--- config.mk ---
export PLATFORM = sky130hd
export DESIGN_NAME = ppu_tx_fifo
export DESIGN_NICKNAME = d
export VERILOG_FILES = /design/src/rtl/ppu_tx_fifo.sv
export SDC_FILE = /design/constraint.sdc
export NUM_CORES = 1
export LEC_CHECK = 0
export CORE_MARGIN = 5
export CORE_UTILIZATION = 39
export DETAILED_ROUTE_END_ITERATION = 10
export GPL_TIMING_DRIVEN = 0
export PLACE_DENSITY_LB_ADDON = 0.08
export SLEW_MARGIN = 25
export SYNTH_ARGS = -nofsm -noshare
export SYNTH_HDL_FRONTEND = slang
export SYNTH_SLANG_ARGS = --single-unit
--- constraint.sdc ---
create_clock -name clk -period 9.2 [get_ports clk]
set_clock_uncertainty 0.1 [all_clocks]
set_input_delay 2.3 -clock clk [delete_from_list [all_inputs] [get_ports clk]]
set_output_delay 2.3 -clock clk [all_outputs]
set_load 0.05 [all_outputs]
--- src/rtl/ppu_tx_fifo.sv ---
// Circular FIFO between the core's PPU send path and the PPU, using a valid/ready handshake.
// Sticky overflow records any send dropped while the FIFO was full.
module ppu_tx_fifo #(
    parameter int DEPTH     = 16,
    parameter int AF_THRESH = 14
) (
    input  logic                     clk,
    input  logic                     rst,
    input  logic                     ppu_send,
    input  logic [31:0]              interface_data,
    input  logic                     ppu_ready,
    input  logic                     ovf_clr,
    output logic                     ppu_valid,
    output logic [31:0]              ppu_data,
    output logic                     full,
    output logic                     almost_full,
    output logic                     overflow,
    output logic [$clog2(DEPTH):0]   count
);

    localparam int AW = $clog2(DEPTH);
    localparam int CW = AW + 1;

    logic [31:0]   mem [DEPTH];
    logic [AW-1:0] wr_ptr;
    logic [AW-1:0] rd_ptr;
    logic          push;
    logic          pop;
    logic          drop;

    always_comb begin
        ppu_valid   = (count != '0);
        full        = (count == CW'(DEPTH));
        almost_full = (count >= CW'(AF_THRESH));
        pop         = ppu_valid & ppu_ready;
        push        = ppu_send & (~full | pop);
        drop        = ppu_send & full & ~pop;
        ppu_data    = ppu_valid ? mem[rd_ptr] : '0;
    end

    // Storage is intentionally left out of reset.
    always_ff @(posedge clk) begin
        if (push) begin
            mem[wr_ptr] <= interface_data;
        end
    end

    always_ff @(posedge clk) begin
        if (rst) begin
            wr_ptr   <= '0;
            rd_ptr   <= '0;
            count    <= '0;
            overflow <= 1'b0;
        end else begin
            if (push) begin
                wr_ptr <= wr_ptr + AW'(1);
            end
            if (pop) begin
                rd_ptr <= rd_ptr + AW'(1);
            end
            case ({push, pop})
                2'b10:   count <= count + CW'(1);
                2'b01:   count <= count - CW'(1);
                default: count <= count;
            endcase
            // A drop in the same cycle as a clear keeps the flag set.
            if (drop) begin
                overflow <= 1'b1;
            end else if (ovf_clr) begin
                overflow <= 1'b0;
            end
        end
    end

endmodule

# ---- Word-level counts from Yosys, hierarchy flattened
# Memory sizes are Yosys's and may differ from the RTL's. A register that Yosys moved wholly into a read port is not among the register bits.
# Cells that the tools add are included.
dict set report word_totals {
  register_bits 14
  ram_bits 512
  inputBits 37
  n_memories 1
}
dict set report classes {
  addsub 4
  order_cmp 1
  eq_ne 3
  n_mux 8
  n_bitwise 7
  n_reduce_logical 3
}
# memory words width rd rd_ports_with_merged_regs write_ports line_no
set memory_table {}
lappend memory_table {mem 16 32 1 1 1 24} ;# logic [31:0] mem [DEPTH];
# cell n
set op_table {}
lappend op_table {{32-bit two-way mux} 1}
lappend op_table {{5-bit one-hot mux with 2 select lines} 1}
lappend op_table {{4-bit by 1-bit adder with 4-bit output (second input constant)} 2}
lappend op_table {{4-bit two-way mux} 2}
lappend op_table {{5-bit by 1-bit adder with 5-bit output (second input constant)} 1}
lappend op_table {{5-bit == test (second input constant)} 1}
lappend op_table {{5-bit by 4-bit >= comparator with 1-bit output (second input constant)} 1}
lappend op_table {{5-bit nonzero test} 1}
lappend op_table {{5-bit by 1-bit subtractor with 5-bit output (second input constant)} 1}
lappend op_table {{1-bit AND} 4}
lappend op_table {{1-bit two-way mux} 4}
lappend op_table {{2-bit nonzero test} 2}
lappend op_table {{2-bit by 1-bit == test with 1-bit output (second input constant)} 1}
lappend op_table {{2-bit == test (second input constant)} 1}
lappend op_table {{1-bit NOT} 2}
lappend op_table {{1-bit bitwise OR} 1}

# ---- Logic depth before layout (Yosys ltp)
# Gate-level depths: netlist of the first run.
dict set report logic_depth {
  word_depth 6
  mapped_depth 9
  depth_no_buf 8
}

# ---- Worst setup path after synthesis of the first run
# No wires, ideal clock.
dict set report synth_path {
  path_type {input-to-reg}
  startpoint {in ppu_ready}
  endpoint {mem mem[0][0] (enable)}
  setup_time_ns 0.461
  t_arrival_ns 4.867
  required_time_ns 8.639
  setup_slack_ns 3.771
  path_stages 4
  n_path_buf 1
  path_cell_list {o31a_1 buf_6 nand2_1 nor3_1}
}
dict set report synth_via {
  elab_chain_cells 5
}
# item line_no
set synth_rtl {}
lappend synth_rtl {{start: declaration} 11} ;# input logic ppu_ready,
lappend synth_rtl {{1-bit AND} 35} ;# pop = ppu_valid & ppu_ready;
lappend synth_rtl {{1-bit bitwise OR} 36} ;# push = ppu_send & (~full | pop);
lappend synth_rtl {{1-bit AND} 36}
lappend synth_rtl {{1-bit two-way mux} 43} ;# if (push) begin
lappend synth_rtl {{1-bit two-way mux (not written as such)} 44} ;# mem[wr_ptr] <= interface_data;
lappend synth_rtl {{end: declaration} 24}
# Every way passes these cells.

==> key figures, run 1 <==
Synthesis
  • Area share of the leading cell type in the synthesized netlist: 0.7584
  • Syn Nets: 944
  • Cell taking the most area after synthesis: edfxtp_1
  • Post-synthesis area per instance: 22.52 um2
  • Synth cell types: 35
  • Cell area after synthesis: just over 20000 um2
  • Yosys warnings: 0
  • Synth Area in Simple Gates: 0.01481
  • Compound-Gate Fraction of Synth Area: 0.01450
  • Adder-cell area share of the yosys netlist: 0.004320
  • Synth area leaders: edfxtp_1 (76%), mux4_2 (14%), mux2i_1 (3.2%)
  • Xor/xnor cell area share of the yosys netlist: 0.004320
  • Largest family of logic cells by synthesized area: multiplexers
  • Multiplexer area fraction after synthesis: 0.1743
  • Post-synthesis cell count: 900
  • Sequential-to-total area share from yosys stat: 0.7762
  • Synth Register Bits: 530

Critical path
  • Worst Path Max Fanout: 10
  • Crit path largest cell delay: a little under 0.9 ns
  • FF-to-FF Start: count[2]
  • Crit-path slowest cell: clkdlybuf4s50_1
  • Crit path cell chain: clkbuf_1 -> clkbuf_1 -> mux4_2 -> mux2i_1 -> o22ai_1 -> clkdlybuf4s50_1
  • Worst reg2reg path depth: 8
  • WP data required: 6.80 ns
  • Setup CP Type: flop to output pin
  • Critical path endpoint: ppu_data[1]
  • Worst path bufs/invs: 3
  • Reg2reg end: mem[2][24]
  • Worst path top cell family by delay: buffers and inverters
  • CP Launch Type: flop
  • Nature of the critical path endpoint: output pin
  • Crit path depth: 6
  • Crit-path most repeated cell: clkbuf_1
  • WP data arrival: 3.96 ns
  • R2R setup slack: 6.41 ns

Global routing
  • Number of global-route vias before repair: 10114
  • Largest net degree at the start of global routing: 18
  • Initial antenna violation count: 1
  • First-pass GRT wire length: 69.48 mm
  • Overall Global Routing Usage: 0.1655
  • GRT overflow: 0

CTS
  • Post-CTS Setup Inserts: 0
  • Post-CTS sizing: 0
  • Cts hold-fix bufs: 0
  • CTS clock-pin slew for the worst setup and hold paths: 0.06 ns
  • Clk buf depth: 3
  • TritonCTS buffer count: 57
  • Clk_lat worst skew: 0.60 ns
  • TritonCTS clock tree: yes
  • Clock Root Buffer: clkbuf_16
  • H-Tree Depth: 2
  • Clock Sinks: 530

Timing
  • Slew headroom: 0.2810
  • Final period utilization: 0.6916
  • Setup ws final: 2.837 ns
  • Worst Hold Slack: about 0.40 ns
  • Period minus WS final: between 6 and 7 ns
  • Fmax: ~160 MHz
  • Final Setup Violations: 0
  • Tightest Pin Transition: 1.079 ns
  • Endpoints failing hold: 0
  • Setup TNS: 0 ns
  • RSZ-0062 raised after global routing: false
  • Slew Limit Fails: 0

Layout
  • Final Util: 0.4787
  • Synth-to-Final Area Change: 21.38%
  • Ratio of cells with drive above 1 in the final layout: 0.2728
  • Most common cell after layout, fill and taps aside: edfxtp_1
  • Most frequent cells in the layout: edfxtp_1 (512), mux4_2 (128), clkdlybuf4s50_1 (77), mux2i_1 (65), clkbuf_16 (62)
  • Final net count: 1127
  • Fin cells: around 1800
  • Filler cells: 4238

Power
  • Leakage Power: 7.572 nW
  • Max VDD drop: around 180 uV
  • Power density over the cells: ~270 nW/um2

Floorplan
  • CORE AREA: 51410 um2
  • Die extent in y: 238.0 um
  • DIE AREA: around 57000 um2
  • Die width: 238.0 um
  • # rows: 83
  • IO Count: 78
  • Initial Utilization: 0.3944

Place
  • RePlAce Congestion: 0.6853
  • Place WS: 3.315 ns
  • Cell total after placement: between 1500 and 2000
  • Final HPWL DP: 29.86 mm
  • Port bufs: 77

Routing
  • Wire length per cell: 25.80 um
  • Drt total wl: 46.70 mm
  • DR vias: 9494
  • DR iter-0 viols: 713
  • ANT nets after route: 0
  • DR DRC count: 0
  • Router iterations before antenna repair: 4
  • Via density: ~5.2

Run
  • Max Cap Viol: 0

Worst hold path
  • Hold Crit Class: flop to flop

Outcome
  • Status: complete, no violations
[layout make-up]
| cell class | count | area (um2) | share of cell area |
|---|---|---|---|
| Tap cell | 680 | 850.8 | 0.03458 |
| Antenna cell | 1 | 2.502 | 0.0001017 |
| Clock buffer | 72 | 1609 | 0.06539 |
| Sequential cell | 530 | 15740 | 0.6395 |
| Multi-Input combinational cell | 319 | 4413 | 0.1793 |
| Buffer | 46 | 219.0 | 0.008899 |
| Inverter | 5 | 18.77 | 0.0007627 |
| Timing Repair Buffer | 124 | 1541 | 0.06265 |
| Clock inverter | 33 | 216.5 | 0.008797 |
[worst min-delay path: stages, from the launching register on]
cell,delay [ns]
dfxtp_1,0.30
o21ai_0,0.06
a21oi_1,0.08
[layer usage]
metal / routed length, um / GRT usage / vias to the layer above / part of all wire
li1: - / - / 4162 / -
met1: 21370 / 0.2394 / 5100 / 0.46
met2: 22660 / 0.2669 / 170 / 0.49
met3: 1792 / 0.02589 / 62 / 0.038
met4: 880 / 0.04226 / 0 / 0.019
met5: 0 / 0 / - / 0
[per-stage QoR]
stage | cell area [um2] | total power [mW]
after global routing | 24600 | 6.970
after CTS | 24600 | 6.801
after floorplan | 20270 | 3.947
after detailed placement | 22770 | 4.576
final | 24610 | 6.704
after global placement | 21890 | 4.563
[synthesized netlist by cell type]
| master | number |
|---|---|
| o21ai_0 | 2 |
| a22oi_1 | 1 |
| o31a_1 | 1 |
| dfxtp_1 | 18 |
| or4_4 | 1 |
| o32ai_1 | 1 |
| buf_2 | 19 |
| or3_1 | 1 |
| nand2_4 | 1 |
| nand3b_1 | 1 |
| nand2_1 | 10 |
| nor3_1 | 4 |
| a21oi_1 | 6 |
| clkbuf_1 | 19 |
| mux2i_1 | 65 |
| o22ai_1 | 33 |
| nor2_1 | 28 |
| nand3_1 | 4 |
| ha_1 | 7 |
| nand4_2 | 1 |
| nor2b_1 | 4 |
| mux4_2 | 128 |
| buf_6 | 2 |
| o21ai_2 | 1 |
| buf_4 | 1 |
| o21a_1 | 1 |
| nor4_1 | 1 |
| inv_1 | 5 |
| nand2b_1 | 4 |
| xnor2_1 | 6 |
| buf_1 | 5 |
| xor2_1 | 4 |
| a31oi_1 | 1 |
| edfxtp_1 | 512 |
| or2_2 | 2 |
[worst min path at each step]
| stage | slack, ns | depth (start not counted) | start | end |
|---|---|---|---|---|
| 6_report | 0.40 | 2 | rd_ptr[3] | rd_ptr[3] |
| 3_5_place_dp | 0.39 | 2 | rd_ptr[3] | rd_ptr[3] |
| 3_3_place_gp | 0.38 | 2 | rd_ptr[3] | rd_ptr[3] |
| 5_1_grt | 0.41 | 2 | rd_ptr[3] | rd_ptr[3] |
| 2_1_floorplan | 0.35 | 2 | rd_ptr[3] | flop |
| 4_1_cts | 0.40 | 2 | rd_ptr[3] | rd_ptr[3] |
[power breakdown]
part	internal (mW)	switching (mW)	total, mW
logic	0.646	1.10	1.75
registers	2.71	0.0318	2.75
clock network	1.29	0.924	2.21
[state kept, by name, indices dropped and copies added (netlist names), named ones only]
| name | cells |
|---|---|
| mem | 512 |
| rd_ptr | 4 |
| wr_ptr | 4 |
| count | 5 |
| overflow | 1 |
[cells by family after synthesis]
logic type	count (synthesis)
buffers and inverters	51
AOI/OAI and AO/OA	47
muxes	193
and+or+nand+nor	62
xor gates and xnor gates	10
DFF	530
adders and majority gates	7
(Power assumes the default switching activity.)
==> inputs of run 2 (changes only) <==
==> constraint.sdc (replaced) <==
create_clock -name clk -period 5.8 [get_ports clk]
set_clock_uncertainty 0.1 [all_clocks]
set_input_delay 1.45 -clock clk [delete_from_list [all_inputs] [get_ports clk]]
set_output_delay 1.45 -clock clk [all_outputs]
set_load 0.05 [all_outputs]
==> results of run 2 <==
Same layout as run 1 (identical final DEF). Status: complete, no violations.
Main changes from that run: setup slack after placement 3.315 ns -> 0.7649 ns; setup slack after layout 2.837 ns -> 0.2872 ns; register-to-register setup slack 6.41 ns -> 3.01 ns; total power 6.704 mW -> 10.63 mW; worst IR drop on VDD 182.5 uV -> 289.4 uV
